## config.mk

```make
export PLATFORM = sky130hd
export DESIGN_NAME = event_indicator_flat
export DESIGN_NICKNAME = d
export VERILOG_FILES = /design/src/rtl/event_indicator_pkg.sv /design/src/rtl/event_indicator_if.sv /design/src/rtl/event_indicator_tick_prescaler.sv /design/src/rtl/event_indicator.sv /design/src/flat_wrapper.sv
export SDC_FILE = /design/constraint.sdc
export NUM_CORES = 1
export LEC_CHECK = 0
export BUFFER_PORTS_ARGS = -buffer_cell sky130_fd_sc_hd__buf_2
export CORE_ASPECT_RATIO = 1.25
export CORE_MARGIN = 2
export CORE_UTILIZATION = 60
export CTS_CLUSTER_DIAMETER = 30
export DETAILED_ROUTE_END_ITERATION = 7
export PLACE_DENSITY = 0.79
export SETUP_SLACK_MARGIN = 0.2
export SLEW_MARGIN = 15
export SYNTH_ARGS = -nofsm -noshare
export SYNTH_HDL_FRONTEND = slang
export SYNTH_SLANG_ARGS = --single-unit
```

## constraint.sdc

```tcl
create_clock -name clk -period 2.84 [get_ports clk]
set_input_delay 0.568 -clock clk [delete_from_list [all_inputs] [get_ports clk]]
set_output_delay 0.568 -clock clk [all_outputs]
set_load 0.02 [all_outputs]
```

## src/rtl/event_indicator_pkg.sv

```systemverilog
// Shared definitions for the event indicator: FSM encoding, default time base
// and a width helper. The default TICK_DIV is also used by the button debouncer.
package event_indicator_pkg;

  localparam logic [1:0] IDLE_ENC = 2'd0;
  localparam logic [1:0] ON_ENC   = 2'd1;
  localparam logic [1:0] GAP_ENC  = 2'd2;

  typedef enum logic [1:0] {
    ST_IDLE = IDLE_ENC,
    ST_ON   = ON_ENC,
    ST_GAP  = GAP_ENC
  } ind_state_e;

  localparam int DEFAULT_TICK_DIV = 100;

  function automatic int pend_width(input int pend_max);
    return $clog2(pend_max + 1);
  endfunction

  function automatic int max_int(input int a, input int b);
    return (a > b) ? a : b;
  endfunction

endpackage

```

## src/rtl/event_indicator_if.sv

```systemverilog
// Event strobe in, indicator status out; master = pulse source, slave = indicator.
interface event_indicator_if #(
  parameter int PEND_MAX = 15
);
  import event_indicator_pkg::*;

  localparam int PW = pend_width(PEND_MAX);

  logic          i_pulse;
  logic          o_ind;
  logic          o_busy;
  logic [PW-1:0] o_pending;
  logic          o_drop;

  modport master (output i_pulse, input o_ind, input o_busy, input o_pending, input o_drop);
  modport slave  (input i_pulse, output o_ind, output o_busy, output o_pending, output o_drop);

endinterface

```

## src/rtl/event_indicator_tick_prescaler.sv

```systemverilog
// Free-running 0..TICK_DIV-1 counter with a tick strobe on the last count and a
// synchronous clear that restarts the phase; reusable by the debouncer.
module tick_prescaler
  import event_indicator_pkg::*;
#(
  parameter int TICK_DIV = DEFAULT_TICK_DIV
) (
  input  logic clk,
  input  logic rst,
  input  logic en_i,
  input  logic clr_i,
  output logic tick_o
);

  localparam int            CW   = $clog2(TICK_DIV);
  localparam logic [CW-1:0] LAST = CW'(TICK_DIV - 1);

  logic [CW-1:0] cnt_q;
  logic [CW-1:0] cnt_d;

  // next count: clear wins over counting
  always_comb begin
    cnt_d = cnt_q;
    if (clr_i) begin
      cnt_d = '0;
    end else if (en_i) begin
      if (cnt_q == LAST) begin
        cnt_d = '0;
      end else begin
        cnt_d = cnt_q + 1'b1;
      end
    end else begin
      cnt_d = cnt_q;
    end
  end

  // count register
  always_ff @(posedge clk or negedge rst) begin
    if (!rst) begin
      cnt_q <= '0;
    end else begin
      cnt_q <= cnt_d;
    end
  end

  assign tick_o = en_i && (cnt_q == LAST);

endmodule

```

## src/rtl/event_indicator.sv

```systemverilog
// Stretches single-cycle event strobes into fixed-length indicator pulses, queueing
// events that arrive while busy. Define EVENT_INDICATOR_RETRIGGER_EN to restart ON instead.
module event_indicator
  import event_indicator_pkg::*;
#(
  parameter int TICK_DIV  = DEFAULT_TICK_DIV,
  parameter int ON_TICKS  = 50,
  parameter int GAP_TICKS = 25,
  parameter int PEND_MAX  = 15
) (
  input  logic               clk,
  input  logic               rst,
  event_indicator_if.slave   bus
);

  localparam int            PW       = pend_width(PEND_MAX);
  localparam int            TW       = $clog2(max_int(ON_TICKS, GAP_TICKS) + 1);
  localparam logic [TW-1:0] ON_LAST  = TW'(ON_TICKS - 1);
  localparam logic [TW-1:0] GAP_LAST = TW'((GAP_TICKS > 0) ? (GAP_TICKS - 1) : 0);
  localparam logic [PW-1:0] PEND_TOP = PW'(PEND_MAX);

  ind_state_e    state_q, state_d;
  logic [TW-1:0] tcnt_q, tcnt_d;
  logic [PW-1:0] pending_q, pending_d;
  logic          ind_q, busy_q, drop_q, drop_d;
  logic          tick_s, clr_s, resolve_s, queue_s;

  tick_prescaler #(.TICK_DIV(TICK_DIV)) u_prescaler (
    .clk    (clk),
    .rst    (rst),
    .en_i   (state_q != ST_IDLE),
    .clr_i  (clr_s),
    .tick_o (tick_s)
  );

  // phase sequencing, queue bookkeeping and the end-of-gap decision
  always_comb begin
    state_d   = state_q;
    tcnt_d    = tcnt_q;
    pending_d = pending_q;
    drop_d    = 1'b0;
    clr_s     = 1'b0;
    resolve_s = 1'b0;
    queue_s   = 1'b0;

    case (state_q)
      ST_IDLE: begin
        if (bus.i_pulse) begin
          state_d = ST_ON;
          tcnt_d  = '0;
          clr_s   = 1'b1;
        end else begin
          state_d = ST_IDLE;
        end
      end
      ST_ON: begin
        if (tick_s) begin
          if (tcnt_q == ON_LAST) begin
            tcnt_d = '0;
            clr_s  = 1'b1;
            // with no gap the end of ON is itself the replay decision point
            if (GAP_TICKS == 0) begin
              resolve_s = 1'b1;
            end else begin
              state_d = ST_GAP;
            end
          end else begin
            tcnt_d = tcnt_q + 1'b1;
          end
        end else begin
          tcnt_d = tcnt_q;
        end
`ifdef EVENT_INDICATOR_RETRIGGER_EN
        if (bus.i_pulse) begin
          state_d   = ST_ON;
          tcnt_d    = '0;
          clr_s     = 1'b1;
          resolve_s = 1'b0;
        end else begin
          queue_s = 1'b0;
        end
`else
        queue_s = bus.i_pulse && !resolve_s;
`endif
      end
      ST_GAP: begin
        if (tick_s) begin
          if (tcnt_q == GAP_LAST) begin
            tcnt_d    = '0;
            clr_s     = 1'b1;
            resolve_s = 1'b1;
          end else begin
            tcnt_d = tcnt_q + 1'b1;
          end
        end else begin
          tcnt_d = tcnt_q;
        end
        queue_s = bus.i_pulse && !resolve_s;
      end
      default: begin
        state_d = ST_IDLE;
        tcnt_d  = '0;
      end
    endcase

    // a pulse on the decision cycle is either absorbed or cancels the decrement
    if (resolve_s) begin
      if (pending_q != '0) begin
        state_d = ST_ON;
        if (!bus.i_pulse) begin
          pending_d = pending_q - 1'b1;
        end else begin
          pending_d = pending_q;
        end
      end else if (bus.i_pulse) begin
        state_d = ST_ON;
      end else begin
        state_d = ST_IDLE;
      end
    end else begin
      pending_d = pending_q;
    end

    if (queue_s) begin
      if (pending_q < PEND_TOP) begin
        pending_d = pending_q + 1'b1;
      end else begin
        drop_d = 1'b1;
      end
    end else begin
      drop_d = 1'b0;
    end
  end

  // state, counters and registered outputs
  always_ff @(posedge clk or negedge rst) begin
    if (!rst) begin
      state_q   <= ST_IDLE;
      tcnt_q    <= '0;
      pending_q <= '0;
      ind_q     <= 1'b0;
      busy_q    <= 1'b0;
      drop_q    <= 1'b0;
    end else begin
      state_q   <= state_d;
      tcnt_q    <= tcnt_d;
      pending_q <= pending_d;
      ind_q     <= (state_q == ST_ON);
      busy_q    <= (state_q != ST_IDLE);
      drop_q    <= drop_d;
    end
  end

  assign bus.o_ind     = ind_q;
  assign bus.o_busy    = busy_q;
  assign bus.o_pending = pending_q;
  assign bus.o_drop    = drop_q;

endmodule

```

## src/flat_wrapper.sv

```systemverilog
// flat-port wrapper written by rule: the top's interface ports become plain ports
module event_indicator_flat import event_indicator_pkg::*;
#(
  parameter int TICK_DIV  = DEFAULT_TICK_DIV,
  parameter int ON_TICKS  = 50,
  parameter int GAP_TICKS = 25,
  parameter int PEND_MAX  = 15
)
  (clk, rst, bus_i_pulse, bus_o_ind, bus_o_busy, bus_o_pending, bus_o_drop);
  event_indicator_if #(.PEND_MAX(PEND_MAX)) bus_i ();
  input  logic clk;
  input  logic rst;
  input wire logic [$bits(bus_i.i_pulse)-1:0] bus_i_pulse;
  output wire logic [$bits(bus_i.o_ind)-1:0] bus_o_ind;
  output wire logic [$bits(bus_i.o_busy)-1:0] bus_o_busy;
  output wire logic [$bits(bus_i.o_pending)-1:0] bus_o_pending;
  output wire logic [$bits(bus_i.o_drop)-1:0] bus_o_drop;
  assign bus_i.i_pulse = bus_i_pulse;
  assign bus_o_ind = bus_i.o_ind;
  assign bus_o_busy = bus_i.o_busy;
  assign bus_o_pending = bus_i.o_pending;
  assign bus_o_drop = bus_i.o_drop;
  event_indicator #(.TICK_DIV(TICK_DIV), .ON_TICKS(ON_TICKS), .GAP_TICKS(GAP_TICKS), .PEND_MAX(PEND_MAX)) u_core (.clk(clk), .rst(rst), .bus(bus_i));
endmodule
```

==> impl_metrics.py, run 1 <==
metrics = {
    "floorplan": {
        "die_w_um": 48.35,
        "dieArea_mm2": 0.002874,
        "die_h_um": 59.44,
        "core_area_mm2": 0.002377,
        "initial_core_util_pct": 62.05,
        "rows": 20,
        "io_pins": 10,
    },
    "clock_network": {
        "cts_tree": "built",
        "cts.sinks": 22,
        "clockRootBuffer": "clkbuf_4",
        "cts_hold_buf": 0,
        "cts_buffers": 3,
        "worstSkewPairLatency_ns": 0.30,
        "cts_resized": 0,
        "clk_pin_slew_worst_paths_ns": 0.11,
        "postCtsSetupRepairBufs": 0,
        "clk_path_buf_depth": 2,
        "htree_levels": 1,
    },
    "synth": {
        "synth_area_mm2": 0.001475,
        "synth_area_leaders": "dfrtp_1 37%, ha_1 9.3%, nand2_1 2.8%, nor2_1 2.8%, a21oi_1 2.7%",
        "syn-num-nets": 168,
        "ys_async_sr_fraction_pct": 100.0,
        "synth_edf_count": 0,
        "ys_top_cells_by_count": "22 x dfrtp_1, 11 x ha_1, 11 x nand2_1, 11 x nor2_1, 9 x inv_1",
        "synth_cell_types": 51,
        "synthCells": 154,
        "ys_ff_latch": 22,
        "yosys.area.top_type": "dfrtp_1",
        "synth_top_cell_area_share_pct": 37.32,
        "synth_most_common_cell": "dfrtp_1",
        "synthFlopType": "dfrtp_1",
        "avgSynthCellArea_um2": 9.579,
        "ys_seq_area_share_pct": 37.32,
        "synth_warnings": 0,
    },
    "sta": {
        "timing.final.crit_share_pct": 76.47,
        "slew_violations": 0,
        "worst_slew_pin_slew_ns": 0.4917,
        "finalClockSkew_ns": 0.001194,
        "setup_tns_ns": 0,
        "relSlewSlack_pct": 66.95,
        "fin_hold_ws_ns": 0.2029,
        "fin_crit_ns": 2.172,
        "setup_slack_ns": 0.6683,
        "max_freq_mhz": 460.5,
        "hold_violations": 0,
        "setup_viol": 0,
        "rsz0062_at_grt": "false",
    },
    "detailed_routing": {
        "drtAntennaViolNets": 0,
        "dr.pass1.iters": 4,
        "drt-total-wl_mm": 2.950,
        "viasPerCell": 6.162,
        "drc_errors": 0,
        "vias": 1214,
        "wl_per_cell_um": 14.97,
        "drt-initial-drc-count": 46,
    },
    "global_routing": {
        "grt_pass1_wl_mm": 5.230,
        "antenna_found_initial": 0,
        "grt_max_degree": 23,
        "overflow": 0,
        "grt_pass1_vias": 1161,
        "grt_usage_pct": 23.36,
    },
    "critical_path": {
        "reg2reg_to": "u_core.state_q[0]",
        "arrival_ns": 2.37,
        "crit_fanout": 11,
        "worstSetupStartpoint": "u_core.state_q[0]",
        "reg2reg_from": "u_core.state_q[0]",
        "reg2reg_depth": 6,
        "endpoint": "u_core.state_q[0]",
        "rrSetupSlack_ns": 0.67,
        "required_ns": 3.04,
        "cp-start-kind": "register",
        "setup.worst_path.end_class": "register",
        "worstSetupPathType": "register to register",
    },
    "placement": {
        "post-place-ws_ns": 0.7157,
        "placedCellCount": 193,
        "port_buffers": 9,
        "hpwl_mm": 2.282,
        "placed_area_mm2": 0.001541,
        "gp_congestion": 0.8667,
    },
    "cells_and_area": {
        "fin_cells": 197,
        "antennaDiodeCount": 0,
        "n_fill_cell": 196,
        "fin_area_mm2": 0.001578,
        "drive_gt1_share_pct": 18.29,
        "syn_to_final_growth_pct": 6.955,
        "nets": 179,
    },
    "power": {
        "peakVddDrop_v": 0.0004995,
        "cellLeakagePower_uw": 0.0007126,
        "power_density_mw_per_mm2": 931.6,
    },
    "run": {
        "cap_violations": 0,
    },
    "worst_hold_path": {
        "worstHoldPathType": "primary input to asynchronous set/reset pin",
    },
    "status": {
        "status": "completed",
    },
}
state kept, by name, indices dropped and copies added (netlist names):
name,cells
u_core.bus.o_busy,1
u_core.bus.o_drop,1
u_core.bus.o_ind,1
u_core.bus.o_pending,4
u_core.state_q,2
u_core.tcnt_q,6
u_core.u_prescaler.cnt_q,7
cells in the final DEF, fill, tap and decap left out, types with 4 or more instances in the layout:
| cell | synthesis | final |
|---|---|---|
| dfrtp_1 | 22 | 22 |
| nor2_1 | 11 | 11 |
| nand2_1 | 11 | 11 |
| ha_1 | 11 | 11 |
| inv_1 | 9 | 9 |
| buf_2 | 1 | 9 |
| a21oi_1 | 8 | 8 |
| o21ai_0 | 6 | 6 |
| nand3_1 | 6 | 6 |
| nor2b_1 | 5 | 5 |
| o21ai_1 | 5 | 5 |
| a22o_1 | 4 | 4 |
report_power, final:
part | switching, uW | total (uW) | internal (uW)
clock | 90.1 | 168 | 78.3
combinational | 450 | 777 | 327
sequential | 123 | 524 | 401
metrics by stage:
step	power (uW)	util [%]
2_1_floorplan	1109	-
3_3_place_gp	1259	64.84
3_5_place_dp	1299	64.84
4_1_cts	1473	66.37
5_1_grt	1599	66.37
6_report	1470	66.37
critical path, cell delays in order (launching register included):
cell and delay [ns]:
dfrtp_1 0.44, inv_1 0.10, ha_1 0.35, nor3b_1 0.36, and2_1 0.25, o221a_2 0.24, mux2_1 0.33
area by class of cell:
type | instances | area (um2) | area share, %
sequential | 22 | 550.5 | 34.89
multi-input combinational | 118 | 863.3 | 54.72
tap | 33 | 41.29 | 2.617
inverter | 11 | 41.29 | 2.617
clock buffer | 4 | 36.28 | 2.300
timing repair buffer | 9 | 45.04 | 2.855
cells by family (layout without fill, tap and decap cells):
kind of cell | after synthesis | after routing | share of synthesized area [%]
simple gates | 55 | 55 | 21.88
compound gates | 45 | 45 | 22.73
flops | 22 | 22 | 37.32
buf+inv | 14 | 24 | 4.155
fa+ha+maj | 11 | 11 | 9.330
xor+xnor | 4 | 4 | 2.375
mux | 3 | 3 | 2.205
per-layer routing:
metal,track usage (%),vias to the layer above,share of wire (%)
li1,-,577,-
met1,26.45,598,39
met2,43.85,27,55
met3,2.778,12,2.5
met4,11.84,0,2.6
met5,0,-,0
how the worst min path moves through the flow:
stage / slack (ns) / end / start / depth (start not counted)
after floorplan: 0.27 / u_core.bus.o_busy / rst / 0
after global placement: 0.53 / u_core.tcnt_q[5] / u_core.tcnt_q[5] / 1
after detailed placement: 0.55 / u_core.tcnt_q[5] / u_core.tcnt_q[5] / 1
after CTS: 0.22 / u_core.u_prescaler.cnt_q[5] / rst / 1
after global routing: 0.23 / u_core.bus.o_pending[3] / rst / 1
final: 0.20 / u_core.u_prescaler.cnt_q[5] / rst / 1
Note: power is estimated with default switching activity, not from simulation.
==> run 2, diff against run 1 <==
--- a/config.mk
+++ b/config.mk
@@ -5,6 +5,7 @@
 export SDC_FILE = /design/constraint.sdc
 export NUM_CORES = 1
 export LEC_CHECK = 0
+export ABC_AREA = 1
 export BUFFER_PORTS_ARGS = -buffer_cell sky130_fd_sc_hd__buf_2
 export CORE_ASPECT_RATIO = 1.25
 export CORE_MARGIN = 2
==> constraint.sdc (replaced) <==
create_clock -name clk -period 2 [get_ports clk]
set_input_delay 0.4 -clock clk [delete_from_list [all_inputs] [get_ports clk]]
set_output_delay 0.4 -clock clk [all_outputs]
set_load 0.02 [all_outputs]
==> run 2 against run 1 <==
Effect of this change:
- count of clock-buffer cells in the layout decreased by 1
- setup slack got worse by 0.34 ns
- wire length increased by 11%
- critical path depth increased by 3
==> impl_metrics.py, run 2 <==
metrics = {
    "cells_and_area": {
        "largest_reg_flops": 7,
        "multi_input_area_um2": 925.9,
        "drive_gt1_share_pct": 20.44,
        "fin_area_mm2": 0.001757,
        "syn_to_final_growth_pct": 10.64,
        "largest_register": "u_core.u_prescaler.cnt_q",
        "final_common_cell": "nand2_1",
        "antennaDiodeCount": 0,
        "n_fill_cell": 205,
        "area.sequential_um2": 550.5,
        "nets": 240,
        "fin_util_pct": 70.91,
        "layout_common_cells": "51 x nand2_1, 24 x nand3_1, 22 x dfrtp_1, 21 x nor2_1, 19 x inv_1",
    },
    "synth": {
        "yosys.area.top_type": "dfrtp_1",
        "ys_async_sr_fraction_pct": 100.0,
        "synth_cell_types": 29,
        "synthCells": 210,
        "syn-num-nets": 224,
        "avgSynthCellArea_um2": 7.561,
        "ys_seq_area_share_pct": 34.67,
        "synthFlopType": "dfrtp_1",
        "synth_top_cell_area_share_pct": 34.67,
        "synth_area_leaders": "dfrtp_1 35%, nand2_1 12%, ha_1 8.7%, nand3_1 7.6%, nor2_1 5.0%",
        "synth_area_mm2": 0.001588,
        "ys_ff_latch": 22,
        "synth_warnings": 0,
        "synth_edf_count": 0,
        "synth_most_common_cell": "nand2_1",
        "ys_top_cells_by_count": "52 x nand2_1, 24 x nand3_1, 22 x dfrtp_1, 21 x nor2_1, 19 x inv_1",
    },
    "detailed_routing": {
        "m1WireLength_mm": 1.406,
        "top_layer_used": "met4",
        "vias": 1441,
        "drtAntennaViolNets": 0,
        "viasPerCell": 5.585,
        "drt-initial-drc-count": 58,
        "dr.pass1.iters": 4,
        "drt-total-wl_mm": 3.268,
        "drc_errors": 0,
        "wl_met3_um": 160,
        "wl_met2_mm": 1.611,
        "wl_per_cell_um": 12.67,
    },
    "critical_path": {
        "arrival_ns": 1.88,
        "cp-start-kind": "register",
        "required_ns": 2.21,
        "setup.worst_path.end_class": "register",
        "crit_fanout": 6,
        "worstSetupPathType": "register to register",
    },
    "clock_network": {
        "worstSkewPairLatency_ns": 0.32,
        "cts_buffers": 3,
        "cts_hold_buf": 0,
        "cts.sinks": 22,
        "clk_path_buf_depth": 2,
        "cts_tree": "built",
        "clk_pin_slew_worst_paths_ns": 0.13,
        "htree_levels": 1,
        "clockRootBuffer": "clkbuf_4",
    },
    "global_routing": {
        "grt_usage_pct": 23.59,
        "grt_max_degree": 23,
        "antenna_found_initial": 0,
        "grt_pass1_vias": 1310,
        "overflow": 0,
        "grt_pass1_wl_mm": 5.506,
    },
    "worst_hold_path": {
        "worstHoldPathType": "primary input to asynchronous set/reset pin",
    },
    "run": {
        "cap_violations": 0,
    },
    "power": {
        "cellLeakagePower_uw": 0.0008487,
        "power_density_mw_per_mm2": 725.5,
        "p_total_uw": 1274,
        "peakVddDrop_v": 0.0006471,
    },
    "floorplan": {
        "io_pins": 10,
        "die_w_um": 50.01,
        "initial_core_util_pct": 64.09,
        "rows": 20,
        "dieArea_mm2": 0.003076,
        "core_area_mm2": 0.002477,
        "die_h_um": 61.52,
    },
    "sta": {
        "hold_violations": 0,
        "slew_violations": 0,
        "fin_crit_ns": 1.668,
        "max_freq_mhz": 599.7,
        "relSlewSlack_pct": 65.77,
        "finalClockSkew_ns": 0.005256,
        "worst_slew_pin_slew_ns": 0.5135,
        "setup_viol": 0,
        "fin_hold_ws_ns": 0.03167,
        "timing.final.crit_share_pct": 83.38,
        "setup_tns_ns": 0,
        "rsz0062_at_grt": "false",
    },
    "status": {
        "status": "completed",
    },
    "placement": {
        "port_buffers": 9,
        "gp_congestion": 0.8325,
        "hpwl_mm": 2.401,
        "placed_area_mm2": 0.001662,
    },
}
-- run 2: cell types whose count changed in the layout (fill, tap and decap cells not counted), sizes merged, moves of 3 or more --
cell and delta:
inv +15, nor2b -5, a22o -4, a21oi -6, nor2 +14, buf +5, o21a -4, nand2 +43
xor2 +4, and3 -3, nand3 +23
-- run 2: worst paths after layout --
| kind | from | cells after the start | end | slack, ns |
|---|---|---|---|---|
| max in group asynchronous | rst | 1 | u_core.tcnt_q[5] | 1.62 |
| min in group clk | bus_i_pulse | 5 | u_core.bus.o_drop | 0.54 |
| worst min register to register | u_core.u_prescaler.cnt_q[1] | 2 | u_core.u_prescaler.cnt_q[1] | 0.57 |
| worst max register to register | u_core.state_q[0] | 9 | u_core.tcnt_q[5] | 0.33 |
| worst max-delay path | u_core.state_q[0] | 9 | u_core.tcnt_q[5] | 0.33 |
| worst min-delay path | rst | 1 | u_core.bus.o_busy | 0.03 |
-- run 2: cell type report --
type | count | share of cell area, %
multi-input combinational | 158 | 52.71
sequential | 22 | 31.34
inverter | 27 | 5.912
timing repair buffer | 14 | 4.701
tap | 33 | 2.350
clock inverter | 1 | 1.709
clock buffer | 3 | 1.282
-- run 2: per-stage QoR --
step	cells	setup WS, ns
2_1_floorplan	210	0.3258
3_3_place_gp	251	0.3139
3_5_place_dp	251	0.1936
4_1_cts	257	0.2171
5_1_grt	258	0.2010
6_report	258	0.3324
-- run 2: power breakdown --
part	switching [uW]	total, uW	internal, uW
clock	146	348	203
combinational	257	401	144
sequential	46.4	525	479
total	449	1270	825
-- run 2: worst max-delay path, stage by stage (launching register included) --
cell and delay [ns]:
dfrtp_1 0.41, buf_4 0.15, ha_1 0.26, nor2_1 0.11
o21ai_1 0.07, nand2_2 0.14, nand2_1 0.09, nor2_1 0.12
xor2_1 0.15, nor2_1 0.05
-- run 2: layer usage --
| layer | global-route usage [%] | vias up |
|---|---|---|
| li1 | - | 703 |
| met1 | 28.13 | 671 |
| met5 | 0 | - |
| met2 | 41.73 | 52 |
| met4 | 12.30 | 0 |
| met3 | 3.398 | 15 |
-- run 2: what timing repair did --
item	4_1_cts	5_1_grt
endpoints found under the setup margin	6	15
pin swaps	0	1
setup buffers	2	1
gates resized for setup	0	6
-- run 2: cells by family (layout without fill, tap and decap cells) --
| group | count (synthesis) | after routing | share of synthesized area [%] |
|---|---|---|---|
| adder cells (fa/ha/maj) | 11 | 11 | 8.668 |
| buffers and inverters | 30 | 45 | 8.274 |
| flip-flops | 22 | 22 | 34.67 |
| AO/OA/AOI/OAI | 18 | 18 | 7.250 |
| AND/OR/NAND/NOR | 119 | 119 | 35.62 |
| XOR/XNOR | 10 | 10 | 5.517 |
==> run 3, diff against run 2 <==
==> constraint.sdc (replaced) <==
create_clock -name clk -period 1.7 [get_ports clk]
set_input_delay 0.34 -clock clk [delete_from_list [all_inputs] [get_ports clk]]
set_output_delay 0.34 -clock clk [all_outputs]
set_load 0.02 [all_outputs]
==> run 3 against run 2 <==
Effect of this change:
- flip-flop and latch count unchanged
- the flow now finishes with violations (setup timing)
- highest routed layer unchanged
- power increased by 34%
- final area rose by 22%
- register-to-register slack got worse by 0.37 ns
- clock skew up 0.0031 ns
- cell count up 8.1%
- global-route usage increased by 5.7 points
- die area is the same
- wire length increased by 60%
- sequential share of layout area fell by 5.6 points
- setup slack worse by 0.37 ns
- largest cell class unchanged
- critical path type unchanged
==> impl_metrics.py, run 3 (same netlist as run 2, synthesis figures left out) <==
metrics = {
    "power": {
        "cellLeakagePower_uw": 0.0009742,
        "power_density_mw_per_mm2": 793.1,
        "p_total_uw": 1706,
        "peakVddDrop_v": 0.001033,
    },
    "sta": {
        "finalClockSkew_ns": 0.008307,
        "hold_violations": 0,
        "worst_slew_pin_slew_ns": 0.5139,
        "slew_violations": 0,
        "relSlewSlack_pct": 65.74,
        "max_freq_mhz": 576.0,
        "timing.final.crit_share_pct": 102.1,
        "rsz0062_at_grt": "true",
        "setup_tns_ns": -0.1425,
        "setup_viol": 8,
        "fin_hold_ws_ns": 0.4980,
        "setup_slack_ns": -0.03615,
        "fin_crit_ns": 1.736,
    },
    "placement": {
        "port_buffers": 9,
        "gp_congestion": 0.8119,
        "placed_area_mm2": 0.001698,
        "hpwl_mm": 2.531,
    },
    "global_routing": {
        "overflow": 0,
        "grt_usage_pct": 29.26,
        "grt_pass1_vias": 1554,
        "grt_max_degree": 23,
        "grt_pass1_wl_mm": 6.720,
        "antenna_found_initial": 0,
    },
    "detailed_routing": {
        "drc_errors": 0,
        "drt-initial-drc-count": 131,
        "drtAntennaViolNets": 0,
        "drt-total-wl_mm": 5.237,
        "dr.pass1.iters": 5,
        "viasPerCell": 6.118,
        "vias": 1707,
        "wl_per_cell_um": 18.77,
    },
    "critical_path": {
        "rrSetupSlack_ns": -0.04,
        "endpoint": "u_core.bus.o_pending[1]",
        "crit_fanout": 6,
        "reg2reg_to": "u_core.bus.o_pending[1]",
        "reg2reg_from": "u_core.state_q[1]",
        "worstSetupStartpoint": "u_core.state_q[1]",
        "reg2reg_depth": 11,
        "required_ns": 1.93,
        "worstSetupPathType": "register to register",
        "arrival_ns": 1.97,
        "setup.worst_path.end_class": "register",
        "cp-start-kind": "register",
    },
    "floorplan": {
        "die_w_um": 50.01,
        "io_pins": 10,
        "core_area_mm2": 0.002477,
        "rows": 20,
        "dieArea_mm2": 0.003076,
        "die_h_um": 61.52,
        "initial_core_util_pct": 64.09,
    },
    "cells_and_area": {
        "antennaDiodeCount": 0,
        "fin_util_pct": 86.82,
        "syn_to_final_growth_pct": 35.46,
        "nets": 261,
        "layout_common_cells": "46 x nand2_1, 21 x buf_4, 20 x dfrtp_1, 16 x nor2_1",
        "final_common_cell": "nand2_1",
        "drive_gt1_share_pct": 41.46,
        "largest_register": "u_core.u_prescaler.cnt_q",
        "fin_area_mm2": 0.002151,
        "largest_reg_flops": 7,
    },
    "clock_network": {
        "cts_tree": "built",
        "worstSkewPairLatency_ns": 0.33,
        "cts_buffers": 3,
        "htree_levels": 1,
        "clockRootBuffer": "clkbuf_4",
        "clk_pin_slew_worst_paths_ns": 0.13,
        "clk_path_buf_depth": 2,
        "cts.sinks": 22,
    },
    "status": {
        "violations": "setup timing",
        "status": "complete, but fails checks",
    },
    "worst_hold_path": {
        "worstHoldPathType": "primary input to asynchronous set/reset pin",
    },
    "run": {
        "cap_violations": 0,
    },
}
==> run 3: how the worst min path moves through the flow <==
stage	to	cells after the start
floorplan	u_core.bus.o_busy	0
global placement	u_core.u_prescaler.cnt_q[5]	1
detailed placement	u_core.u_prescaler.cnt_q[5]	1
CTS	u_core.bus.o_drop	5
global route	u_core.state_q[0]	3
finish	u_core.u_prescaler.cnt_q[3]	2
==> run 3: critical path, stage by stage (launching register included) <==
cell and delay, ns:
dfrtp_1 0.44, inv_2 0.13, ha_4 0.20, inv_8 0.05
nand2_4 0.06, nor2_4 0.06, nand2_2 0.08, nand2_4 0.07
a21oi_4 0.24, nand2_2 0.14, nand2_1 0.11, nand2_1 0.06
==> run 3: through the flow <==
stage          worst slack [ns]  instances
3_5_place_dp           -0.06017        254
4_1_cts                  0.1105        270
2_1_floorplan           0.09652        210
6_report               -0.03615        279
5_1_grt                 -0.1155        279
3_3_place_gp          0.0003813        254
==> run 3: timing repair <==
action / 4_1_cts / 5_1_grt
resized for setup: 22 / 38
setup buffers: 10 / 9
pin swaps: 13 / 11
gates cloned: 1 / 0
hold endpoints to repair: 22 / 0
hold buffers: 1 / 0
endpoints found under the setup margin: 20 / 20
==> run 3: where the power goes <==
| group | total [uW] | switching, uW | internal [uW] |
|---|---|---|---|
| logic | 656 | 423 | 234 |
| clock network | 416 | 177 | 239 |
| registers | 634 | 69.3 | 564 |
| total | 1710 | 669 | 1040 |
==> run 3: layout make-up <==
class	count	area, um2
multi-input combinational	159	1144
timing repair buffer	34	246.5
clock inverter	1	30.03
inverter	27	113.9
sequential	22	553.0
tap	33	41.29
clock buffer	3	22.52
fill	121	326.6
==> run 3: routing by layer <==
layer	global-route usage, %	vias up	part of all wire [%]
met5	0	-	0
met4	12.70	0	5.0
met3	3.883	31	6.6
met2	56.39	108	51
met1	32.29	820	37
li1	-	748	-
